--- src/rtl/tangram_pkg.sv ---
// Shared types and defaults for the tangram pixel generator: piece geometry record,
// RGB444 colour type and the raster origin of the 800x600 visible area.
package tangram_pkg;

    localparam int COORD_W        = 10;
    localparam int IDX_W          = 3;
    localparam int NUM_PIECES_DEF = 7;
    localparam int H_ACT0_DEF     = 217;
    localparam int V_ACT0_DEF     = 28;

    typedef logic [11:0]        rgb444_t;
    typedef logic [COORD_W-1:0] coord_t;

    typedef struct packed {
        coord_t  x;
        coord_t  y;
        coord_t  w;
        coord_t  h;
        rgb444_t color;
    } piece_t;

    localparam piece_t PIECE_NONE = '0;

endpackage

--- src/rtl/tangram_piece_hit.sv ---
// Combinational containment test of one pixel against one piece rectangle.
// Edge sums are 11 bits wide so a piece running past x/y=1023 never wraps to the left/top.
module tangram_piece_hit
    import tangram_pkg::*;
(
    input  piece_t piece,
    input  coord_t x,
    input  coord_t y,
    output logic   hit
);

    logic [COORD_W:0] x_end;
    logic [COORD_W:0] y_end;
    logic             in_x;
    logic             in_y;

    always_comb begin
        x_end = {1'b0, piece.x} + {1'b0, piece.w};
        y_end = {1'b0, piece.y} + {1'b0, piece.h};
        in_x  = (x >= piece.x) && ({1'b0, x} < x_end);
        in_y  = (y >= piece.y) && ({1'b0, y} < y_end);
        hit   = (piece.w != '0) && (piece.h != '0) && in_x && in_y;
    end

endmodule

--- src/rtl/tangram_pixel_gen.sv ---
// Renders up to NUM_PIECES prioritised rectangles over a background, 2-cycle pipeline
// (RGB and syncs for input cycle n appear at n+2); writes are refused only in the frame-start cycle.
module tangram_pixel_gen
    import tangram_pkg::*;
#(
    parameter int      NUM_PIECES = NUM_PIECES_DEF,
    parameter int      H_ACT0     = H_ACT0_DEF,
    parameter int      V_ACT0     = V_ACT0_DEF,
    parameter rgb444_t BG_COLOR   = 12'h000
) (
    input  logic               clk,
    input  logic               clr,
    input  logic [10:0]        hc,
    input  logic [10:0]        vc,
    input  logic               vidon,
    input  logic               hsync_in,
    input  logic               vsync_in,
    input  logic               wr_en,
    input  logic [IDX_W-1:0]   wr_idx,
    input  logic [COORD_W-1:0] wr_x,
    input  logic [COORD_W-1:0] wr_y,
    input  logic [COORD_W-1:0] wr_w,
    input  logic [COORD_W-1:0] wr_h,
    input  logic [11:0]        wr_color,
    output logic               wr_ready,
    output logic [3:0]         red,
    output logic [3:0]         green,
    output logic [3:0]         blue,
    output logic               hsync,
    output logic               vsync,
    output logic               frame_tick
);

    localparam logic [IDX_W:0] NUM_SLOTS = (IDX_W+1)'(NUM_PIECES);

    piece_t shadow [NUM_PIECES];
    piece_t active [NUM_PIECES];
    logic   dirty;

    logic   frame_start;
    logic   wr_take;
    coord_t x_cur;
    coord_t y_cur;

    coord_t  s1_x;
    coord_t  s1_y;
    logic    s1_vidon;
    logic    s1_hsync;
    logic    s1_vsync;

    logic [NUM_PIECES-1:0] hit;
    rgb444_t pix_color;
    rgb444_t rgb_q;
    logic    hsync_q;
    logic    vsync_q;
    logic    tick_q;

    assign frame_start = (hc == '0) && (vc == '0);
    // The commit owns the shadow bank in the frame-start cycle, so writes are held off there.
    assign wr_ready    = clr | ~frame_start;
    assign wr_take     = wr_en && ({1'b0, wr_idx} < NUM_SLOTS);
    assign x_cur       = COORD_W'(hc - 11'(H_ACT0));
    assign y_cur       = COORD_W'(vc - 11'(V_ACT0));

    always_ff @(posedge clk or posedge clr) begin
        if (clr) begin
            for (int i = 0; i < NUM_PIECES; i++) begin
                shadow[i] <= PIECE_NONE;
                active[i] <= PIECE_NONE;
            end
            dirty <= 1'b0;
        end else if (frame_start) begin
            if (dirty) begin
                active <= shadow;
                dirty  <= 1'b0;
            end
        end else if (wr_take) begin
            shadow[wr_idx] <= '{x: wr_x, y: wr_y, w: wr_w, h: wr_h, color: wr_color};
            dirty          <= 1'b1;
        end
    end

    for (genvar i = 0; i < NUM_PIECES; i++) begin : g_hit
        tangram_piece_hit u_hit (
            .piece (active[i]),
            .x     (s1_x),
            .y     (s1_y),
            .hit   (hit[i])
        );
    end

    // Scan from the highest slot down so the lowest-index hit has the last word.
    always_comb begin
        pix_color = BG_COLOR;
        for (int i = NUM_PIECES - 1; i >= 0; i--) begin
            if (hit[i]) begin
                pix_color = active[i].color;
            end
        end
        if (!s1_vidon) begin
            pix_color = '0;
        end
    end

    always_ff @(posedge clk or posedge clr) begin
        if (clr) begin
            s1_x     <= '0;
            s1_y     <= '0;
            s1_vidon <= 1'b0;
            s1_hsync <= 1'b0;
            s1_vsync <= 1'b0;
            rgb_q    <= '0;
            hsync_q  <= 1'b0;
            vsync_q  <= 1'b0;
            tick_q   <= 1'b0;
        end else begin
            s1_x     <= x_cur;
            s1_y     <= y_cur;
            s1_vidon <= vidon;
            s1_hsync <= hsync_in;
            s1_vsync <= vsync_in;
            rgb_q    <= pix_color;
            hsync_q  <= s1_hsync;
            vsync_q  <= s1_vsync;
            tick_q   <= frame_start;
        end
    end

    assign red        = rgb_q[11:8];
    assign green      = rgb_q[7:4];
    assign blue       = rgb_q[3:0];
    assign hsync      = hsync_q;
    assign vsync      = vsync_q;
    assign frame_tick = tick_q;

endmodule

--- config.mk ---
export PLATFORM = sky130hd
export DESIGN_NAME = tangram_pixel_gen
export DESIGN_NICKNAME = d
export VERILOG_FILES = /design/src/rtl/tangram_pkg.sv /design/src/rtl/tangram_piece_hit.sv /design/src/rtl/tangram_pixel_gen.sv
export SDC_FILE = /design/constraint.sdc
export NUM_CORES = 2
export LEC_CHECK = 0
export ABC_AREA = 1
export CAP_MARGIN = 20
export CORE_MARGIN = 1.5
export CORE_UTILIZATION = 63
export DETAILED_ROUTE_END_ITERATION = 10
export PLACE_DENSITY = 0.81
export SLEW_MARGIN = 20
export SYNTH_ARGS = -nofsm -noshare
export SYNTH_HDL_FRONTEND = slang
export SYNTH_SLANG_ARGS = --single-unit
--- constraint.sdc ---
create_clock -name clk -period 32.9 [get_ports clk]
set_input_delay 6.58 -clock clk [delete_from_list [all_inputs] [get_ports clk]]
set_output_delay 6.58 -clock clk [all_outputs]
set_load 0.005 [all_outputs]
==> tab_implementation.tex <==
\begin{tabular}{lr}
\hline
Metric & Value \\
\hline
\multicolumn{2}{l}{\textbf{Routing}} \\
Total Wirelength & 105000 um \\
Post-detailed-route DRC marker count & 0 \\
Number of detailed-routing iterations run before antenna repair & 8 \\
Per-cell routed wire length & 20.2 um \\
Routed via count & 30400 \\
Remaining antenna violation count after routing & 0 \\
Initial DRC Count & 2393 \\
Vias per inst & 5.86 \\
\multicolumn{2}{l}{\textbf{Timing}} \\
Fmax achieved & 65.9 MHz \\
Total Neg Setup Slack & 0 ns \\
Count of final max-slew check failures & 0 \\
Time the worst path needs with I/O delays and setup & 15.18 ns \\
Relative slew slack & 25.9\% \\
Post-route fraction of the period consumed by the critical path & 46.1\% \\
Setup Skew & 0.0291 ns \\
WHS & 0.346 ns \\
Transition time at the pin with the least slew margin & 1.11 ns \\
Endpoints failing hold & 0 \\
RSZ-0062 raised after global routing & no \\
Setup Viol. Count Final & 0 \\
\multicolumn{2}{l}{\textbf{Critical path}} \\
Maximum fanout encountered on the critical timing path & 5 \\
Category of the critical setup timing path & input pin to primary output \\
Crit-path most repeated cell & sky130\_fd\_sc\_hd\_\_clkdlybuf4s50\_1 \\
Critical-path cell with the highest stage delay & sky130\_fd\_sc\_hd\_\_or4\_1 \\
Data arrival time of the critical path & 8.60 ns \\
Startpoint Class & input pin \\
Crit path cell chain & clkdlybuf4s50\_1, or4\_1, nor3\_1, and3\_2, nand2\_1, clkdlybuf4s50\_1 \\
Delay contributed by the slowest stage of the critical path & 0.54 ns \\
Critical Path RT & 26.32 ns \\
Kind of capture point of the worst setup path & primary output \\
\multicolumn{2}{l}{\textbf{CTS}} \\
Level count of the clock H-tree & 3 \\
Post-cts hold buffer count & 0 \\
CTS tree & yes \\
CTS Root Buffer Type & sky130\_fd\_sc\_hd\_\_clkbuf\_16 \\
CTS clk-pin slew, worst paths & 0.06 ns \\
Worst-case clock buffer depth & 3 \\
CTS buffer count & 79 \\
Insertion delay to the later sink of the worst-skew pair & 0.63 ns \\
Sinks on Clock Net & 767 \\
Post-CTS setup buffer count & 0 \\
Post\_cts resized & 0 \\
\multicolumn{2}{l}{\textbf{Yosys}} \\
Post-synthesis share of cell area spent on and, or, nand and nor gates & 11.8\% \\
Distinct cells, synth & 46 \\
Yosys reg bits & 767 \\
Combinational family with the most area after synthesis & multiplexers \\
Nets in the synthesized netlist & 4667 \\
Sequential share of the synthesized area & 45.1\% \\
Share of synthesized registers carrying an async set or reset & 100\% \\
Xor/xnor share of the synthesized area & 2.53\% \\
Adder-Cell Fraction of Synth Area & 12.7\% \\
Fraction of the mapped netlist area in compound gates & 9.33\% \\
Mean instance size in the synthesized netlist & 10.2 sq um \\
Synth Cell Area & 42500 sq um \\
Number of synthesized flops with an enable pin & 0 \\
Leading register cell type out of synthesis & sky130\_fd\_sc\_hd\_\_dfrtp\_1 \\
Post-synthesis instance total & 4161 \\
Share of synthesized area spent on multiplexers & 12.8\% \\
Synthesis Warnings & 0 \\
\multicolumn{2}{l}{\textbf{Cells and area}} \\
Share of post-route cells with drive strength above 1 & 13.1\% \\
Layout Nets & 4752 \\
Inserted Diodes & 0 \\
Final cell utilization of the core & 69.7\% \\
Area growth from synthesis to layout & 9.88\% \\
Layout filler cell count & 4756 \\
\multicolumn{2}{l}{\textbf{Placed design}} \\
Gp weighted congestion & 0.889 \\
Quantity of I/O buffers inserted on ports & 98 \\
HPWL reported at the end of detailed placement & 66300 um \\
\multicolumn{2}{l}{\textbf{Pwr}} \\
Power per cell area & 48.2 nW/um\^{}2 \\
Leakage component of the power & 23.9 nW \\
Final Power & 2.25 mW \\
Maximum VDD drop & 0.0000389 V \\
\multicolumn{2}{l}{\textbf{Global routing}} \\
Via count of the first global-routing pass & 31000 \\
Overall Global Routing Usage & 30.9\% \\
Total overflow reported by the global router & 0 \\
First-pass GRT wire length & 169000 um \\
Antenna violations before repair & 0 \\
Pin count of the biggest net entering global routing & 189 \\
\multicolumn{2}{l}{\textbf{Die}} \\
Y dimension of the die & 263 um \\
X dimension of the die & 263 um \\
Core Footprint & 67000 sq um \\
Ports placed on the boundary & 99 \\
Die Outline Area & 69100 sq um \\
Starting density of the core & 63.4\% \\
Total number of placement rows & 95 \\
\multicolumn{2}{l}{\textbf{Flow run}} \\
Maximum Capacitance Violations & 0 \\
\multicolumn{2}{l}{\textbf{Worst hold path}} \\
Hold Path Class & flip-flop to flip-flop \\
\multicolumn{2}{l}{\textbf{Status}} \\
Result of the run & completed \\
\hline
\end{tabular}
==> logic make-up after synthesis <==
family,count (synthesis)
adder cells (fa/ha/maj),423
XOR/XNOR,123
AND/OR/NAND/NOR,1206
buffers and inverters,531
AO/OA/AOI/OAI,747
multiplexers,364
flip-flops,767
==> per-layer routing <==
| metal | wire [um] | track usage (%) |
|---|---|---|
| met5 | 0 | 0 |
| met4 | 5480 | 15.6 |
| met1 | 44100 | 40.5 |
| met3 | 6030 | 4.19 |
| met2 | 49200 | 50.7 |
==> Yosys cell counts (all sizes together), types with 5 or more instances <==
| cell type | count | share of area, % |
|---|---|---|
| xnor2 | 46 | 0.95 |
| a31oi | 10 | 0.15 |
| o211ai | 21 | 0.37 |
| dfrtp | 767 | 45 |
| or2 | 5 | 0.074 |
| clkbuf | 35 | 0.31 |
| nand2 | 814 | 7.2 |
| o2111ai | 5 | 0.10 |
| buf | 100 | 1.9 |
| mux2 | 364 | 13 |
| fa | 14 | 0.66 |
| nand4 | 44 | 0.74 |
| nand3 | 93 | 1.1 |
| and3 | 6 | 0.091 |
| a21o | 14 | 0.25 |
| nor2 | 171 | 1.5 |
| a21oi | 238 | 2.8 |
| nor4 | 32 | 0.47 |
| inv | 394 | 3.5 |
| o21a | 6 | 0.11 |
| xor2 | 77 | 1.6 |
| o21ai | 422 | 5.0 |
| a211oi | 6 | 0.11 |
| o21bai | 19 | 0.34 |
| nor3 | 23 | 0.27 |
| nand3b | 15 | 0.26 |
| ha | 409 | 12 |
==> path summary, 6_finish.rpt <==
check	startpoint	end	slack, ns	cells past startpoint
setup reg to reg	active[188]	rgb_q[0]	28.11	22
setup / recovery	vc[4]	wr_ready	17.72	6
hold / removal	s1_hsync	hsync	0.35	0
max in group asynchronous	clr	active[80]	24.10	4
min in group asynchronous	clr	active[346]	6.43	2
hold reg to reg	s1_hsync	hsync	0.35	0
==> metrics by stage <==
stage | cell area (sq um) | instances | worst slack (ns)
floorplan | 42500 | 4161 | 3.21
global placement | 44100 | 5036 | 17.76
detailed placement | 44100 | 5036 | 17.71
CTS | 46700 | 5178 | 17.72
global route | 46700 | 5180 | 17.57
finish | 46700 | 5180 | 17.72
==> state kept, by name, summed over array words and instances, names as in the netlist <==
| name | cells |
|---|---|
| active | 364 |
| dirty | 1 |
| frame_tick | 1 |
| hsync | 1 |
| rgb_q | 12 |
| s1_hsync | 1 |
| s1_vidon | 1 |
| s1_vsync | 1 |
| s1_x | 10 |
| s1_y | 10 |
| shadow | 364 |
| vsync | 1 |
==> critical path, delay by kind of cell <==
kind / cells / cell delay, ns
buffers and inverters: 2 / 0.98
AND/OR/NAND/NOR: 4 / 1.04
==> final cells by class <==
cell class | instances | area [sq um] | share of cell area, %
clock inverter | 27 | 317 | 0.677
clock buffer | 115 | 2280 | 4.89
inverter | 396 | 1490 | 3.20
multi-input combinational | 2863 | 21000 | 44.9
timing repair buffer | 139 | 1380 | 2.96
sequential | 767 | 19200 | 41.1
tap | 873 | 1090 | 2.34
==> where the power goes <==
part | internal, mW | leakage, nW | switching (mW)
clock network | 0.524 | 1.29 | 0.382
logic | 0.0957 | 12.4 | 0.156
registers | 1.04 | 10.2 | 0.0557
total | 1.66 | 23.9 | 0.594
==> layout by cell type, fill, tap and decap left out, types with 32 or more instances in the layout <==
| cell | count |
|---|---|
| sky130_fd_sc_hd__o21ai_0 | 48 |
| sky130_fd_sc_hd__clkbuf_16 | 80 |
| sky130_fd_sc_hd__ha_1 | 409 |
| sky130_fd_sc_hd__buf_4 | 32 |
| sky130_fd_sc_hd__a21oi_1 | 235 |
| sky130_fd_sc_hd__nor2_1 | 168 |
| sky130_fd_sc_hd__inv_1 | 370 |
| sky130_fd_sc_hd__nand2_1 | 813 |
| sky130_fd_sc_hd__nor4_1 | 32 |
| sky130_fd_sc_hd__clkdlybuf4s50_1 | 98 |
| sky130_fd_sc_hd__xor2_1 | 77 |
| sky130_fd_sc_hd__mux2_4 | 360 |
| sky130_fd_sc_hd__dfrtp_1 | 767 |
| sky130_fd_sc_hd__o21ai_1 | 374 |
| sky130_fd_sc_hd__xnor2_1 | 46 |
| sky130_fd_sc_hd__nand4_1 | 38 |
| sky130_fd_sc_hd__nand3_1 | 93 |
No activity file was read; power rests on OpenSTA's default activity.
